### src/rtl/fifo_rd_streamer_if.sv
// fifo_rd_streamer_if: upstream FIFO read port and downstream valid/ready stream of fifo_rd_streamer
//   en_i, fifo_empty_i, fifo_rdata_i, fifo_rd_en_o : upstream synchronous FIFO side
//   m_valid_o, m_ready_i, m_data_o, m_last_o       : downstream packet stream side
//   beat_cnt_o                                     : transfers since reset, modulo 2^16
interface fifo_rd_streamer_if #(
  parameter int WIDTH = 8
);
  logic             en_i;
  logic             fifo_empty_i;
  logic [WIDTH-1:0] fifo_rdata_i;
  logic             fifo_rd_en_o;
  logic             m_valid_o;
  logic             m_ready_i;
  logic [WIDTH-1:0] m_data_o;
  logic             m_last_o;
  logic [15:0]      beat_cnt_o;
  modport slave (
    input  en_i, fifo_empty_i, fifo_rdata_i, m_ready_i,
    output fifo_rd_en_o, m_valid_o, m_data_o, m_last_o, beat_cnt_o
  );
  modport master (
    output en_i, fifo_empty_i, fifo_rdata_i, m_ready_i,
    input  fifo_rd_en_o, m_valid_o, m_data_o, m_last_o, beat_cnt_o
  );
endinterface

### src/rtl/fifo_rd_streamer.sv
// fifo_rd_streamer: reads an upstream synchronous FIFO into a 3-entry buffer and streams it out as PKT_LEN-beat packets
//   clk_i : clock, rising edge
//   rst_i : asynchronous active-low reset
//   bus   : fifo_rd_streamer_if.slave (FIFO read port, output stream, beat counter)
module fifo_rd_streamer #(
  parameter int WIDTH   = 8,
  parameter int PKT_LEN = 4
) (
  input logic               clk_i,
  input logic               rst_i,
  fifo_rd_streamer_if.slave bus
);
  logic [WIDTH-1:0] buf_q [3];
  logic [1:0]       rptr_q, rptr_d, wptr_q, wptr_d, cnt_q, cnt_d;
  logic [7:0]       idx_q, idx_d;
  logic [15:0]      beats_q;
  logic             infl_q, rd_en, xfer, last;
  // Reserve a slot for the word already in flight so the buffer can never overflow;
  // the ready input is deliberately left out to keep it off the read-request path.
  assign rd_en = rst_i && bus.en_i && !bus.fifo_empty_i && ({1'b0, cnt_q} + {2'b0, infl_q} < 3'd3);
  assign xfer  = bus.m_valid_o && bus.m_ready_i;
  assign last  = idx_q == 8'(PKT_LEN - 1);
  assign bus.fifo_rd_en_o = rd_en;
  assign bus.m_valid_o    = cnt_q != 2'd0;
  assign bus.m_data_o     = buf_q[rptr_q];
  assign bus.m_last_o     = bus.m_valid_o && last;
  assign bus.beat_cnt_o   = beats_q;
  always_comb begin
    wptr_d = infl_q ? (wptr_q == 2'd2 ? 2'd0 : wptr_q + 2'd1) : wptr_q;
    rptr_d = xfer ? (rptr_q == 2'd2 ? 2'd0 : rptr_q + 2'd1) : rptr_q;
    cnt_d  = cnt_q + {1'b0, infl_q} - {1'b0, xfer};
    idx_d  = xfer ? (last ? 8'd0 : idx_q + 8'd1) : idx_q;
  end
  always_ff @(posedge clk_i or negedge rst_i) begin
    if (!rst_i) begin
      buf_q   <= '{default: '0};
      rptr_q  <= 2'd0;
      wptr_q  <= 2'd0;
      cnt_q   <= 2'd0;
      idx_q   <= 8'd0;
      beats_q <= 16'd0;
      infl_q  <= 1'b0;
    end else begin
      // FIFO data becomes valid the cycle after the request, hence capture on inflight
      if (infl_q) buf_q[wptr_q] <= bus.fifo_rdata_i;
      rptr_q  <= rptr_d;
      wptr_q  <= wptr_d;
      cnt_q   <= cnt_d;
      idx_q   <= idx_d;
      beats_q <= beats_q + 16'(xfer);
      infl_q  <= rd_en;
    end
  end
endmodule

### src/flat_wrapper.sv
// flat-port wrapper written by rule: the top's interface ports become plain ports
module fifo_rd_streamer_flat 
#(
  parameter int WIDTH   = 8,
  parameter int PKT_LEN = 4
)
  (clk_i, rst_i, bus_en_i, bus_fifo_empty_i, bus_fifo_rdata_i, bus_m_ready_i, bus_fifo_rd_en_o, bus_m_valid_o, bus_m_data_o, bus_m_last_o, bus_beat_cnt_o);
  fifo_rd_streamer_if #(.WIDTH(WIDTH)) bus_i ();
  input logic clk_i;
  input logic rst_i;
  input wire logic [$bits(bus_i.en_i)-1:0] bus_en_i;
  input wire logic [$bits(bus_i.fifo_empty_i)-1:0] bus_fifo_empty_i;
  input wire logic [$bits(bus_i.fifo_rdata_i)-1:0] bus_fifo_rdata_i;
  input wire logic [$bits(bus_i.m_ready_i)-1:0] bus_m_ready_i;
  output wire logic [$bits(bus_i.fifo_rd_en_o)-1:0] bus_fifo_rd_en_o;
  output wire logic [$bits(bus_i.m_valid_o)-1:0] bus_m_valid_o;
  output wire logic [$bits(bus_i.m_data_o)-1:0] bus_m_data_o;
  output wire logic [$bits(bus_i.m_last_o)-1:0] bus_m_last_o;
  output wire logic [$bits(bus_i.beat_cnt_o)-1:0] bus_beat_cnt_o;
  assign bus_i.en_i = bus_en_i;
  assign bus_i.fifo_empty_i = bus_fifo_empty_i;
  assign bus_i.fifo_rdata_i = bus_fifo_rdata_i;
  assign bus_i.m_ready_i = bus_m_ready_i;
  assign bus_fifo_rd_en_o = bus_i.fifo_rd_en_o;
  assign bus_m_valid_o = bus_i.m_valid_o;
  assign bus_m_data_o = bus_i.m_data_o;
  assign bus_m_last_o = bus_i.m_last_o;
  assign bus_beat_cnt_o = bus_i.beat_cnt_o;
  fifo_rd_streamer #(.WIDTH(WIDTH), .PKT_LEN(PKT_LEN)) u_core (.clk_i(clk_i), .rst_i(rst_i), .bus(bus_i));
endmodule
### config.mk
export PLATFORM = sky130hd
export DESIGN_NAME = fifo_rd_streamer_flat
export DESIGN_NICKNAME = d
export VERILOG_FILES = /design/src/rtl/fifo_rd_streamer_if.sv /design/src/rtl/fifo_rd_streamer.sv /design/src/flat_wrapper.sv
export SDC_FILE = /design/constraint.sdc
export NUM_CORES = 1
export LEC_CHECK = 0
export CORE_UTILIZATION = 53
export CTS_CLUSTER_SIZE = 24
export DETAILED_ROUTE_END_ITERATION = 10
export PLACE_DENSITY_LB_ADDON = 0.05
export SYNTH_ARGS = -nofsm -noshare
export SYNTH_HDL_FRONTEND = slang
export SYNTH_SLANG_ARGS = --single-unit
### constraint.sdc
create_clock -name clk_i -period 2.3 [get_ports clk_i]
set_input_delay 0.46 -clock clk_i [delete_from_list [all_inputs] [get_ports clk_i]]
set_output_delay 0.46 -clock clk_i [all_outputs]
set_load 0.005 [all_outputs]
==> results.yml <==
timing:
  rsz0062_at_grt: "false"
  hold_violations: 0
  worst_slew_pin_slew_ps: 685
  setup_viol: 0
  fin_hold_ws_ps: 358
  fin_crit_ps: 2220
  fin_tns_setup_ps: 0
  worst_clock_skew_ps: 8.36
  min_period_over_period_pct: 96.3
  slew_viol_final: 0
  worst_slack_ps: 84.9
  relSlewSlack_pct: 54.3
  max_freq_mhz: 451
clock_tree:
  clock-root-buffer: "clkbuf_8"
  clkTransAtPathRegs_ps: 100
  cts_tree: "built"
  cts.sinks: 55
  cts_max_level: 2
  cts-hold-fix-buffers: 0
  cts_buffers: 5
  clockBufferDepth: 2
  insertion_delay_ps: 300
cells_and_area:
  multiInputGateArea_sq_um: 1100
  final_core_util_pct: 70.8
  final_cell_mix: "dfrtp_1 (55), clkdlybuf4s50_1 (36), mux2_2 (18)"
  n_fill_cell: 314
  syn2layout_area_growth_pct: 26.4
  stdcell_area_sq_um: 3150
  drive_gt1_share_pct: 24.0
  final_common_cell: "dfrtp_1"
  nNetsFinal: 273
  ff_latch_area_sq_um: 1380
  n_antenna_cell: 0
  fin_cells: 306
detailed_routing:
  firstDrtPassIters: 7
  wirelength_mm: 4.88
  drc: 8
  wire_per_inst_microns: 16.0
  vias: 1724
  drt_iter0_drc: 65
  vias_per_cell: 5.63
  antenna_left: 0
synth:
  synth-edff-count: 0
  synthCells: 196
  synth-seq-cells: 55
  synth_cell_type_count: 32
  syn_area_per_cell_sq_um: 12.7
  synth-async-reset-ratio_pct: 100
  yosys_most_used_dff: "dfrtp_1"
  yosysSeqAreaShare_pct: 55.3
  mappedNetlistArea_sq_um: 2490
  synthesis.nets: 216
  yosysWarnings: 0
global_routing:
  overflow: 0
  grt_pass1_vias: 1821
  antenna_found_initial: 0
  grt_max_degree: 56
  grt_pass1_wl_mm: 8.28
  grt.total_usage_pct: 21.5
critical_path:
  cp.arrival_ps: 1760
  reg2reg_depth: 9
  crit_fanout: 2
  cpPeakStageDelay_ps: 470
  worst_setup_path_start_kind: "register"
  worstSetupEndpointType: "output port"
  cp_top_family: "simple AND/OR/NAND/NOR gates"
  cpMaxStageDelayCell: "or4b_4"
  path_cells: "ha_2, or4b_4, nor4_4, and2_1, buf_2"
  worstSetupPathType: "reg -> out"
  cp_num_cells: 5
  required_ps: 1840
  path_buf_inv: 1
power:
  leakage_nw: 1.43
  p_per_area_nw_per_um2: 1160
  peakVddDrop_mv: 0.649
  power.total_mw: 3.66
die:
  die_area_sq_um: 4970
  num_rows: 24
  start_util_pct: 56.0
  die_h_microns: 70.5
  coreArea_sq_um: 4440
  ios: 40
  chipWidth_microns: 70.5
placement:
  dpl_cell_area_sq_um: 3000
  dp_cells: 294
  io_buffer_count: 39
  pre_cts_ws_ps: -197
  gp_congestion: 0.776
  dp_hpwl_mm: 3.43
min_path:
  min_path_type: "in -> async"
outcome:
  status: "complete, but fails checks"
  violations: "DRC"
run:
  cap_violations: 0
==> flip-flops by register name, indices dropped and copies added (netlist names) <==
register               cells
u_core.cnt_q               2
u_core.rptr_q              2
u_core.bus.beat_cnt_o     16
u_core.wptr_q              2
u_core.infl_q              1
u_core.idx_q               8
u_core.buf_q              24
==> cell usage after synthesis, types with 2 or more instances <==
master    number  area, sq um
a21o_1         2         15.0
and3_1         4         25.0
and4_1         4         35.0
buf_2          2         10.0
clkbuf_1       2         7.51
dfrtp_1       55         1380
ha_1           7         87.6
inv_1          5         18.8
mux2_2        18          203
mux2_4         8          120
mux2i_1        8         80.1
nand2_1       17         63.8
nand3_1        7         35.0
nand4_1        6         37.5
nor2_1         2         7.51
nor3_1         2         10.0
o21ai_0       11         55.1
or2_2          3         18.8
xnor2_1       17          149
xor2_1         4         35.0
==> routing by layer <==
layer | vias up | global-route usage, % | share of wire [%]
met1 | 872 | 26.6 | 45
met2 | 35 | 37.6 | 50
li1 | 807 | - | -
met4 | 0 | 7.71 | 1.3
met3 | 10 | 4.33 | 3.6
met5 | - | 0 | 0
==> worst register-to-register path, cell delays in order, from the launching register on <==
cell	delay, ps
dfrtp_1	400
buf_4	160
o21ai_1	170
inv_1	80
ha_1	210
ha_1	200
buf_4	150
nand3_1	130
nor2_1	70
xor2_1	140
==> area by class of cell <==
type,instances,area share [%]
Multi-Input combinational cell,130,35.0
Clock buffer,7,2.43
Timing Repair Buffer,56,16.0
Tap cell,52,2.07
Inverter,5,0.596
Sequential cell,55,43.7
Clock inverter,1,0.159
==> kinds of logic (layout without fill, tap and decap cells) <==
kind of cell / after synthesis / in the layout / share of synthesized area, %
compound gates: 17 / 17 / 4.12
xor+xnor: 21 / 21 / 7.39
fa+ha+maj: 7 / 7 / 3.52
buf+inv: 11 / 69 / 2.06
flops: 55 / 55 / 55.3
mux: 34 / 34 / 16.2
simple gates: 51 / 51 / 11.4
==> repair_timing <==
item / CTS / global route
pin swaps: 3 / 2
setup buffers: 3 / 1
setup endpoints to repair: 5 / 4
gates resized for setup: 13 / 3
==> worst paths after layout <==
kind                                        endpoint  slack [ps]                      start
setup / recovery                        bus_m_last_o          80            u_core.idx_q[0]
hold / removal                      u_core.buf_q[17]         360                      rst_i
setup reg to reg            u_core.bus.beat_cnt_o[6]         490            u_core.cnt_q[0]
hold reg to reg            u_core.bus.beat_cnt_o[15]         470  u_core.bus.beat_cnt_o[15]
max in group asynchronous  u_core.bus.beat_cnt_o[12]        1490                      rst_i
min in group clk_i         u_core.bus.beat_cnt_o[15]         470  u_core.bus.beat_cnt_o[15]
==> where the power goes <==
| group | switching, mW | internal, mW | total [mW] |
|---|---|---|---|
| registers | 0.285 | 1.34 | 1.62 |
| clock network | 0.290 | 0.214 | 0.504 |
| logic | 0.575 | 0.956 | 1.53 |
No activity file was read; power rests on OpenSTA's default activity.
